File: src/rtl/pipe_pkg.sv
// Shared types and helpers for the pipeline hazard/forwarding controller.
// Scoreboard entries mirror the datapath pipeline registers.
package pipe_pkg;

    localparam int MAX_AW = 8;
    localparam int FWD_RF = 0;

    typedef struct packed {
        logic              valid;
        logic [MAX_AW-1:0] dst;
        logic              wr;
        logic              ld;
    } sb_entry_t;

    // E-stage select code for the write-back result
    function automatic int FWD_W(input int loadLat);
        return loadLat + 1;
    endfunction

    // Register 0 is hard-wired, so it never creates a dependency
    function automatic logic match(input sb_entry_t e, input logic [MAX_AW-1:0] r);
        return e.valid && e.wr && (e.dst == r) && (r != '0);
    endfunction

endpackage

File: src/rtl/pipe_sb_stage.sv
// One scoreboard register: holds when en is low, loads a bubble on clr.
// The datapath never flushes and holds the same stage together.
module pipe_sb_stage
    import pipe_pkg::*;
(
    input  logic      clk,
    input  logic      rst,
    input  logic      en,
    input  logic      clr,
    input  sb_entry_t d,
    output sb_entry_t q
);

    always_ff @(posedge clk or negedge rst) begin
        if (!rst) begin
            q <= '0;
        end else if (clr) begin
            q <= '0;
        end else if (en) begin
            q <= d;
        end
    end

endmodule

File: src/rtl/pipe_hazard_ctrl.sv
// Hazard, forwarding and stall controller for a pipeline with LOAD_LAT memory
// stages and multi-cycle execute ops. All outputs are combinational.
module pipe_hazard_ctrl
    import pipe_pkg::*;
#(
    parameter int AW       = 5,
    parameter int LOAD_LAT = 1,
    parameter int MC_W     = 6,
    parameter int FW       = $clog2(LOAD_LAT + 2)
) (
    input  logic            clk,
    input  logic            rst,
    input  logic            d_valid,
    input  logic [AW-1:0]   d_rs,
    input  logic [AW-1:0]   d_rt,
    input  logic            d_use_rs,
    input  logic            d_use_rt,
    input  logic            d_branch,
    input  logic            d_redirect,
    input  logic [AW-1:0]   d_dst,
    input  logic            d_reg_write,
    input  logic            d_mem_to_reg,
    input  logic [MC_W-1:0] d_mc_cycles,
    output logic            stall_f,
    output logic            stall_d,
    output logic            flush_d,
    output logic            flush_e,
    output logic            stall_e,
    output logic            flush_m,
    output logic [FW-1:0]   fwd_a_d,
    output logic [FW-1:0]   fwd_b_d,
    output logic [FW-1:0]   fwd_a_e,
    output logic [FW-1:0]   fwd_b_e,
    output logic            mc_busy
);

    // Entry index doubles as the E forward code: 0 = E, k = Mk, LOAD_LAT+1 = W
    localparam int NS = LOAD_LAT + 2;
    localparam int WB = LOAD_LAT + 1;

    sb_entry_t sbD [NS];
    sb_entry_t sbQ [NS];
    logic      stageEn [NS];
    logic      stageClr [NS];

    logic [AW-1:0]   eRs, eRt;
    logic            eUseRs, eUseRt;
    logic [MC_W-1:0] mcCount;

    logic              mcBusy, luStall, brStall, hzStall;
    logic              luRs, luRt, brRs, brRt;
    logic [MAX_AW-1:0] rsW, rtW, eRsW, eRtW;
    sb_entry_t         dEntry;

    assign rsW  = MAX_AW'(d_rs);
    assign rtW  = MAX_AW'(d_rt);
    assign eRsW = MAX_AW'(eRs);
    assign eRtW = MAX_AW'(eRt);

    always_comb begin
        dEntry       = '0;
        dEntry.valid = d_valid;
        dEntry.dst   = MAX_AW'(d_dst);
        dEntry.wr    = d_reg_write;
        dEntry.ld    = d_mem_to_reg;
    end

    always_comb begin
        for (int s = 0; s < NS; s++) begin
            sbD[s]      = '0;
            stageEn[s]  = 1'b1;
            stageClr[s] = 1'b0;
        end
        sbD[0]      = dEntry;
        stageEn[0]  = ~stall_e;
        stageClr[0] = flush_e;
        stageClr[1] = flush_m;
        for (int s = 1; s < NS; s++) begin
            sbD[s] = sbQ[s-1];
        end
    end

    for (genvar s = 0; s < NS; s++) begin : gStage
        pipe_sb_stage uStage (
            .clk (clk),
            .rst (rst),
            .en  (stageEn[s]),
            .clr (stageClr[s]),
            .d   (sbD[s]),
            .q   (sbQ[s])
        );
    end

    // E-only fields follow the E entry's hold/flush; the counter runs down while held
    always_ff @(posedge clk or negedge rst) begin
        if (!rst) begin
            eRs     <= '0;
            eRt     <= '0;
            eUseRs  <= 1'b0;
            eUseRt  <= 1'b0;
            mcCount <= '0;
        end else if (stall_e) begin
            mcCount <= mcCount - MC_W'(1);
        end else if (flush_e) begin
            eRs     <= '0;
            eRt     <= '0;
            eUseRs  <= 1'b0;
            eUseRt  <= 1'b0;
            mcCount <= '0;
        end else begin
            eRs     <= d_rs;
            eRt     <= d_rt;
            eUseRs  <= d_use_rs;
            eUseRt  <= d_use_rt;
            mcCount <= (d_valid && d_mc_cycles >= MC_W'(2)) ? d_mc_cycles - MC_W'(1) : '0;
        end
    end

    // Walk M stages far to near so the nearest source wins
    always_comb begin
        luRs    = 1'b0;
        luRt    = 1'b0;
        brRs    = 1'b0;
        brRt    = 1'b0;
        fwd_a_d = FW'(FWD_RF);
        fwd_b_d = FW'(FWD_RF);
        fwd_a_e = FW'(FWD_RF);
        fwd_b_e = FW'(FWD_RF);

        if (match(sbQ[0], rsW)) begin
            luRs = sbQ[0].ld;
            brRs = 1'b1;
        end
        if (match(sbQ[0], rtW)) begin
            luRt = sbQ[0].ld;
            brRt = 1'b1;
        end

        for (int k = LOAD_LAT; k >= 1; k--) begin
            if (match(sbQ[k], rsW)) begin
                if (sbQ[k].ld) begin
                    brRs = 1'b1;
                    if (k < LOAD_LAT) luRs = 1'b1;
                end else if (d_valid && d_use_rs) begin
                    fwd_a_d = FW'(k);
                end
            end
            if (match(sbQ[k], rtW)) begin
                if (sbQ[k].ld) begin
                    brRt = 1'b1;
                    if (k < LOAD_LAT) luRt = 1'b1;
                end else if (d_valid && d_use_rt) begin
                    fwd_b_d = FW'(k);
                end
            end
        end

        for (int k = WB; k >= 1; k--) begin
            if (sbQ[0].valid && eUseRs && match(sbQ[k], eRsW) && (k == WB || !sbQ[k].ld)) begin
                fwd_a_e = (k == WB) ? FW'(FWD_W(LOAD_LAT)) : FW'(k);
            end
            if (sbQ[0].valid && eUseRt && match(sbQ[k], eRtW) && (k == WB || !sbQ[k].ld)) begin
                fwd_b_e = (k == WB) ? FW'(FWD_W(LOAD_LAT)) : FW'(k);
            end
        end
    end

    assign mcBusy  = (mcCount != '0);
    assign luStall = d_valid & ((d_use_rs & luRs) | (d_use_rt & luRt));
    assign brStall = d_valid & d_branch & ((d_use_rs & brRs) | (d_use_rt & brRt));
    assign hzStall = luStall | brStall;

    // A busy multi-cycle op freezes E, so it masks the bubble the hazards would insert
    assign mc_busy = mcBusy;
    assign stall_e = mcBusy;
    assign flush_m = mcBusy;
    assign stall_f = mcBusy | hzStall;
    assign stall_d = mcBusy | hzStall;
    assign flush_e = hzStall & ~mcBusy;
    assign flush_d = d_redirect & ~stall_d;

endmodule

File: config.mk
export PLATFORM = sky130hd
export DESIGN_NAME = pipe_hazard_ctrl
export DESIGN_NICKNAME = d
export VERILOG_FILES = /design/src/rtl/pipe_pkg.sv /design/src/rtl/pipe_sb_stage.sv /design/src/rtl/pipe_hazard_ctrl.sv
export SDC_FILE = /design/constraint.sdc
export NUM_CORES = 1
export LEC_CHECK = 0
export ABC_AREA = 1
export BUFFER_PORTS_ARGS = -buffer_cell sky130_fd_sc_hd__buf_2
export CAP_MARGIN = 30
export CORE_ASPECT_RATIO = 2
export CORE_UTILIZATION = 41
export CTS_BUF_LIST = sky130_fd_sc_hd__clkbuf_4
export DETAILED_ROUTE_END_ITERATION = 7
export GPL_TIMING_DRIVEN = 0
export SYNTH_ARGS = -nofsm -noshare
export SYNTH_HDL_FRONTEND = slang
export SYNTH_SLANG_ARGS = --single-unit
export TNS_END_PERCENT = 20
File: constraint.sdc
create_clock -name clk -period 3.55 [get_ports clk]
set_clock_uncertainty 0.15 [all_clocks]
set_input_delay 0.355 -clock clk [delete_from_list [all_inputs] [get_ports clk]]
set_output_delay 0.355 -clock clk [all_outputs]
set_load 0.05 [all_outputs]
# Word-level counts from Yosys, hierarchy flattened
# Index checks and enable logic that the tools add are counted.
[classes] add_sub_neg=2 multipliers=0 div=0 order_cmp=1 eq_ne=9 n_shift=0 muxes=28 n_bitwise=15 n_reduce_logical=36
[op_table] cell="$eq A8 B5 Y1" count=8
[op_table] cell="$mux W11" count=3
[op_table] cell="$reduce_bool A8 Y1" count=4
[op_table] cell="$logic_and A1 B1 Y1" count=30
[op_table] cell="$mux W6" count=3
[op_table] cell="$mux W1" count=16
[op_table] cell="$sub A6 B1 Y6 const B" count=2
[op_table] cell="$mux W5" count=2
[op_table] cell="$and A1 B1 Y1" count=9
[op_table] cell="$mux W2" count=4
[op_table] cell="$ge A6 B2 Y1 const B" count=1
[op_table] cell="$reduce_bool A6 Y1" count=1
[op_table] cell="$or A1 B1 Y1" count=4
[op_table] cell="$ne A2 B2 Y1 const B" count=1
[op_table] cell="$not A1 Y1" count=2
[op_table] cell="$logic_not A1 Y1" count=1
[totals] ff_bits=50 latch_bits=0 ram_bits=0 romBits=0 output_inout_bits=15 elab_cells=107 memories=0

# Longest topological paths before layout
[depth] word_depth=13 mapped_depth=14 mapped_depth_nobuf=13

# By module
# Synthesis repeated with hierarchy kept, for this count alone.
[unflattened] cells_unflattened=453 area_unflattened_um2=3186.8
[modules_own_cells] mod="pipe_hazard_ctrl" instances=1 cells_each=306 area_each_um2=1839.3 seq_area_each_um2=450.4
[modules_own_cells] mod="pipe_sb_stage" instances=3 cells_each=49 area_each_um2=449.2 seq_area_each_um2=275.3

# Worst setup path before layout
# Ideal clock, no wire load.
[synth_path] kind="register to output" start="register gStage[1].uStage.q[4] in the netlist's numbering" end="output port flush_d" arrival_time_ps=2150 required_ps=3045 slack_ps=895 path_stages_with_launch=14 n_path_buf=0 cell_sequence="dfrtp_1 inv_2 nand2_1 nand2_1 inv_1 nand2_1 nor2_2 nand2_1 nand2_1 nand2_1 nand2_2 nand2_4 nand2_1 nor2_1"
[synth_via] elab_chain_len=11 elab_cells_between_ends=16
[synth_lines] item="from (decl)" line="pipe_sb_stage.sv:11" source="output sb_entry_t q"
[synth_lines] item="from (signal assigned)" line="pipe_sb_stage.sv:16" source="q <= '0;"
[synth_lines] item="from (signal assigned)" line="pipe_sb_stage.sv:18" source="q <= '0;"
[synth_lines] item="from (signal assigned)" line="pipe_sb_stage.sv:20" source="q <= d;"
[synth_lines] item="$eq A8 B5 Y1" line="pipe_pkg.sv:22" source="return e.valid && e.wr && (e.dst == r) && (r != '0);"
[synth_lines] item="$logic_and A1 B1 Y1 (2 in a row)" line="pipe_pkg.sv:22"
[synth_lines] item="$mux W1 (on tied branches)" line="pipe_hazard_ctrl.sv:140, pipe_hazard_ctrl.sv:148"
[synth_lines] item="$and A1 B1 Y1" line="pipe_hazard_ctrl.sv:170" source="assign brStall = d_valid & d_branch & ((d_use_rs & brRs) | (d_use_rt & brRt));"
[synth_lines] item="$or A1 B1 Y1 (*)" line="pipe_hazard_ctrl.sv:170"
[synth_lines] item="$and A1 B1 Y1 (*)" line="pipe_hazard_ctrl.sv:170"
[synth_lines] item="$or A1 B1 Y1 (*)" line="pipe_hazard_ctrl.sv:171" source="assign hzStall = luStall | brStall;"
[synth_lines] item="$or A1 B1 Y1 (*)" line="pipe_hazard_ctrl.sv:178" source="assign stall_d = mcBusy | hzStall;"
[synth_lines] item="named net stall_d" line="pipe_hazard_ctrl.sv:25" source="output logic stall_d,"
[synth_lines] item="$not A1 Y1 (*)" line="pipe_hazard_ctrl.sv:180" source="assign flush_d = d_redirect & ~stall_d;"
[synth_lines] item="$and A1 B1 Y1 (*)" line="pipe_hazard_ctrl.sv:180"
[synth_lines] item="to (decl)" line="pipe_hazard_ctrl.sv:26" source="output logic flush_d,"
# Mark *: on every way through the listed nets, which the timed path passes. The rest lies on a longest branch.

# Final worst setup path
[layout_path] start="register gStage[1].uStage.q[4] in the netlist's numbering" end="output port flush_e"
[layout_via] elab_chain_len=9 elab_cells_between_ends=14
[layout_lines] item="$eq A8 B5 Y1" line="pipe_pkg.sv:22"
[layout_lines] item="$logic_and A1 B1 Y1 (2 in a row)" line="pipe_pkg.sv:22"
[layout_lines] item="$mux W1 (on tied branches)" line="pipe_hazard_ctrl.sv:140, pipe_hazard_ctrl.sv:148"
[layout_lines] item="$and A1 B1 Y1" line="pipe_hazard_ctrl.sv:170"
[layout_lines] item="$or A1 B1 Y1 (*)" line="pipe_hazard_ctrl.sv:170"
[layout_lines] item="$and A1 B1 Y1 (*)" line="pipe_hazard_ctrl.sv:170"
[layout_lines] item="$or A1 B1 Y1 (*)" line="pipe_hazard_ctrl.sv:171"
[layout_lines] item="$and A1 B1 Y1 (*)" line="pipe_hazard_ctrl.sv:179" source="assign flush_e = hzStall & ~mcBusy;"
[layout_lines] item="to (decl)" line="pipe_hazard_ctrl.sv:27" source="output logic flush_e,"
# Mark *: on every way between the ends. The rest lies on a longest branch, timed or not.

==> run metrics <==
Starting Density=43.20%; nets@finish=448; Least-Margin Pin Slew=around 0.67 ns; sequential power share=59.2%; first-pass GRT wire length=11650 um; Post-synth EDFFs=0; Residual DRC=0; GPL Wtd Cong=0.9776; r2r setup slk=1.53 ns; final WL=7244 um; post-synth top area cell=dfrtp_1; clk sinks=between 40 and 50; P per Cell Area=260.8 mW/mm2; Fin Setup TNS=0 ns; Top FF cell, synth=dfrtp_1; Startpoint Class=flip-flop; max-slew violation count=0; synth cell count leaders=117 x nand2_1, 44 x inv_1, 44 x nor2_1; Int Pwr=about 570 uW; Resize count post-CTS=0; fmax=360.0 MHz; Static Leak=0.001614 uW; total power=788.3 uW; Sw Pwr=216.3 uW; most common cell in the netlist=nand2_1; via count=2457; largest net degree at the start of global routing=42; Critical Path Sink Type=primary output; Clk pwr share=just over 30%; synth top area cells=dfrtp_1 39%, nand2_1 17%, inv_1 6.3%; total gr overflow=0; CTS tree=yes; Total GRT Usage=between 20% and 30%; Slew Limit Headroom=54.96%; YS warnings=0; DPL Wire Length=5650 um; Fin. Hold Viols=0; Tcrit/Tclk final=78.25%; CP max FO=10; Hold Crit Start=d_reg_write; Die W=58.49 um; IO buf count=42; row count=40; Max clock buf depth=2; combinational share of power=approximately a tenth; RSZ-0062 raised after global routing=no; Cells after Synth=362; Hold EP=gStage[0].uStage.q[1]; Clock Latency Late Sink=~0.38 ns; Die H=115.0 um; FF-to-FF End=mcCount[3]; share of cells above drive strength 1=20.72%; crit path time final=about 2.8 ns; CTS root buffer=clkbuf_4; mapped cell area=0.002616 mm2; critical path required time=about 3.0 ns; vias in the first global route=approximately 2400; share of the synthesized area in the top cell type=39.22%; Via density=4.914; Fillers=~660; Layout area overhead=15.54%; area of the multi-input gates=around 0.0013 mm2; initial DRC count=64; max cap viols=0; Reg clk slew, reported paths=0.12 ns; total CTS buffers=5; Syn Area/Cell=7.227 um2; Hold Crit Depth=3; WL/cell=14.49 um; Switching Fraction=27.44%; min-delay worst type=primary input to flip-flop; initial antenna violation count=1; sequential share of the synthesized area=39.22%; setup violators final=0; fraction of registers with async set/reset=100.0%; status=finished, final reports clean; worst path arrival time=2.27 ns; Register Area=0.001026 mm2; first drt pass iteration count=4; maximum VDD drop=0.1923 mV; CTS H-tree depth=2; Die ar.=0.006724 mm2; total I/O pin count=45; Netlist cell types=34; R2R depth=7; ANT nets after route=0; number of synthesized register bits=just over 40; FF-to-FF Start=mcCount[0]; crit path kind=flip-flop to primary output; core area=0.006056 mm2
through the flow:
step	hold WS, ns	setup WS, ns	cells	instance area (um2)	utilization [%]
CTS	0.04192	0.7700	498	3000	49.55
finish	0.04864	0.7720	500	3023	49.92
global route	0.04153	0.6346	500	3023	49.92
detailed placement	0.2136	1.177	489	2935	48.47
global placement	0.2072	1.194	489	2935	48.47
floorplan	-0.09059	0.8950	363	2620	-
critical path, stage by stage (launching register included):
cell and delay (ns):
dfrtp_1 0.48, inv_2 0.11, nand2_1 0.06, nand2_1 0.05, nand2_1 0.07, nor2_1 0.22
nand2_2 0.09, nand2_1 0.07, nand2_1 0.05, nand2_2 0.07, nand2_4 0.12, buf_8 0.19
nor2_2 0.07, buf_2 0.26
kinds of logic after synthesis:
kind of cell	after synthesis	share of synthesized area, %
simple gates	220	37.92
xor+xnor	16	5.357
other cells	1	0.1433
flops	41	39.22
compound gates	19	4.735
buf+inv	61	10.71
fa+ha+maj	4	1.913
cells in the final DEF, fill, tap and decap left out, types with 2 or more instances in the layout:
cell type	count
buf_4	6
xor2_1	8
conb_1	2
o21ai_0	5
inv_1	44
inv_2	4
buf_2	43
clkbuf_1	3
nand3_1	23
buf_12	2
nor2_1	44
nor2_2	2
ha_1	4
o22ai_1	5
a221oi_1	2
nand3_2	13
a21oi_1	2
xnor2_1	8
nand2_2	2
nor3_1	10
nand4_1	4
or2_2	2
dfrtp_1	41
clkinv_2	2
clkbuf_4	5
nand2_1	117
registers in the layout (all words and copies together), names as in the netlist:
register / count
eUseRt: 1
eRt: 5
eUseRs: 1
gStage.uStage.q: 23
eRs: 5
mcCount: 6
power groups by stage:
stage	Sequential (uW)	Clock (uW)	Combinational (uW)
3_5_place_dp	476	0	79.7
2_1_floorplan	476	0	36.7
6_report	467	239	82.6
5_1_grt	467	261	92.4
3_3_place_gp	476	0	79.3
4_1_cts	467	247	80.8
what timing repair did:
| item | CTS | global route |
|---|---|---|
| buffers inserted | 0 | 0 |
| hold buffers | 1 | 0 |
| hold endpoints to repair | 41 | 0 |
routing by layer:
layer | GRT usage, % | routed length, um | up-vias
li1 | - | - | 1232
met1 | 23.58 | 2561 | 1155
met2 | 45.98 | 4148 | 51
met3 | 3.150 | 219 | 19
met4 | 12.70 | 314 | 0
met5 | 0 | 0 | -
how the worst max path moves through the flow:
stage | from | to | slack [ns]
final | gStage[1].uStage.q[4] | flush_e | 0.77
after global routing | gStage[1].uStage.q[5] | flush_e | 0.63
after CTS | mcCount[0] | stall_f | 0.77
after detailed placement | d_rt[2] | flush_e | 1.18
after global placement | d_rt[2] | flush_e | 1.19
after floorplan | gStage[1].uStage.q[4] | flush_d | 0.89
cell type report:
| cell class | count | area share [%] |
|---|---|---|
| clock inverters | 3 | 0.5795 |
| diodes | 1 | 0.08278 |
| clock buffers | 5 | 1.242 |
| plain buffers | 12 | 3.187 |
| repair buffers | 44 | 7.947 |
| inverters | 49 | 6.084 |
| multi-input cells | 261 | 43.46 |
| well taps | 84 | 3.477 |
| flip-flops and latches | 41 | 33.94 |
Power figures use the tool's default switching activity.
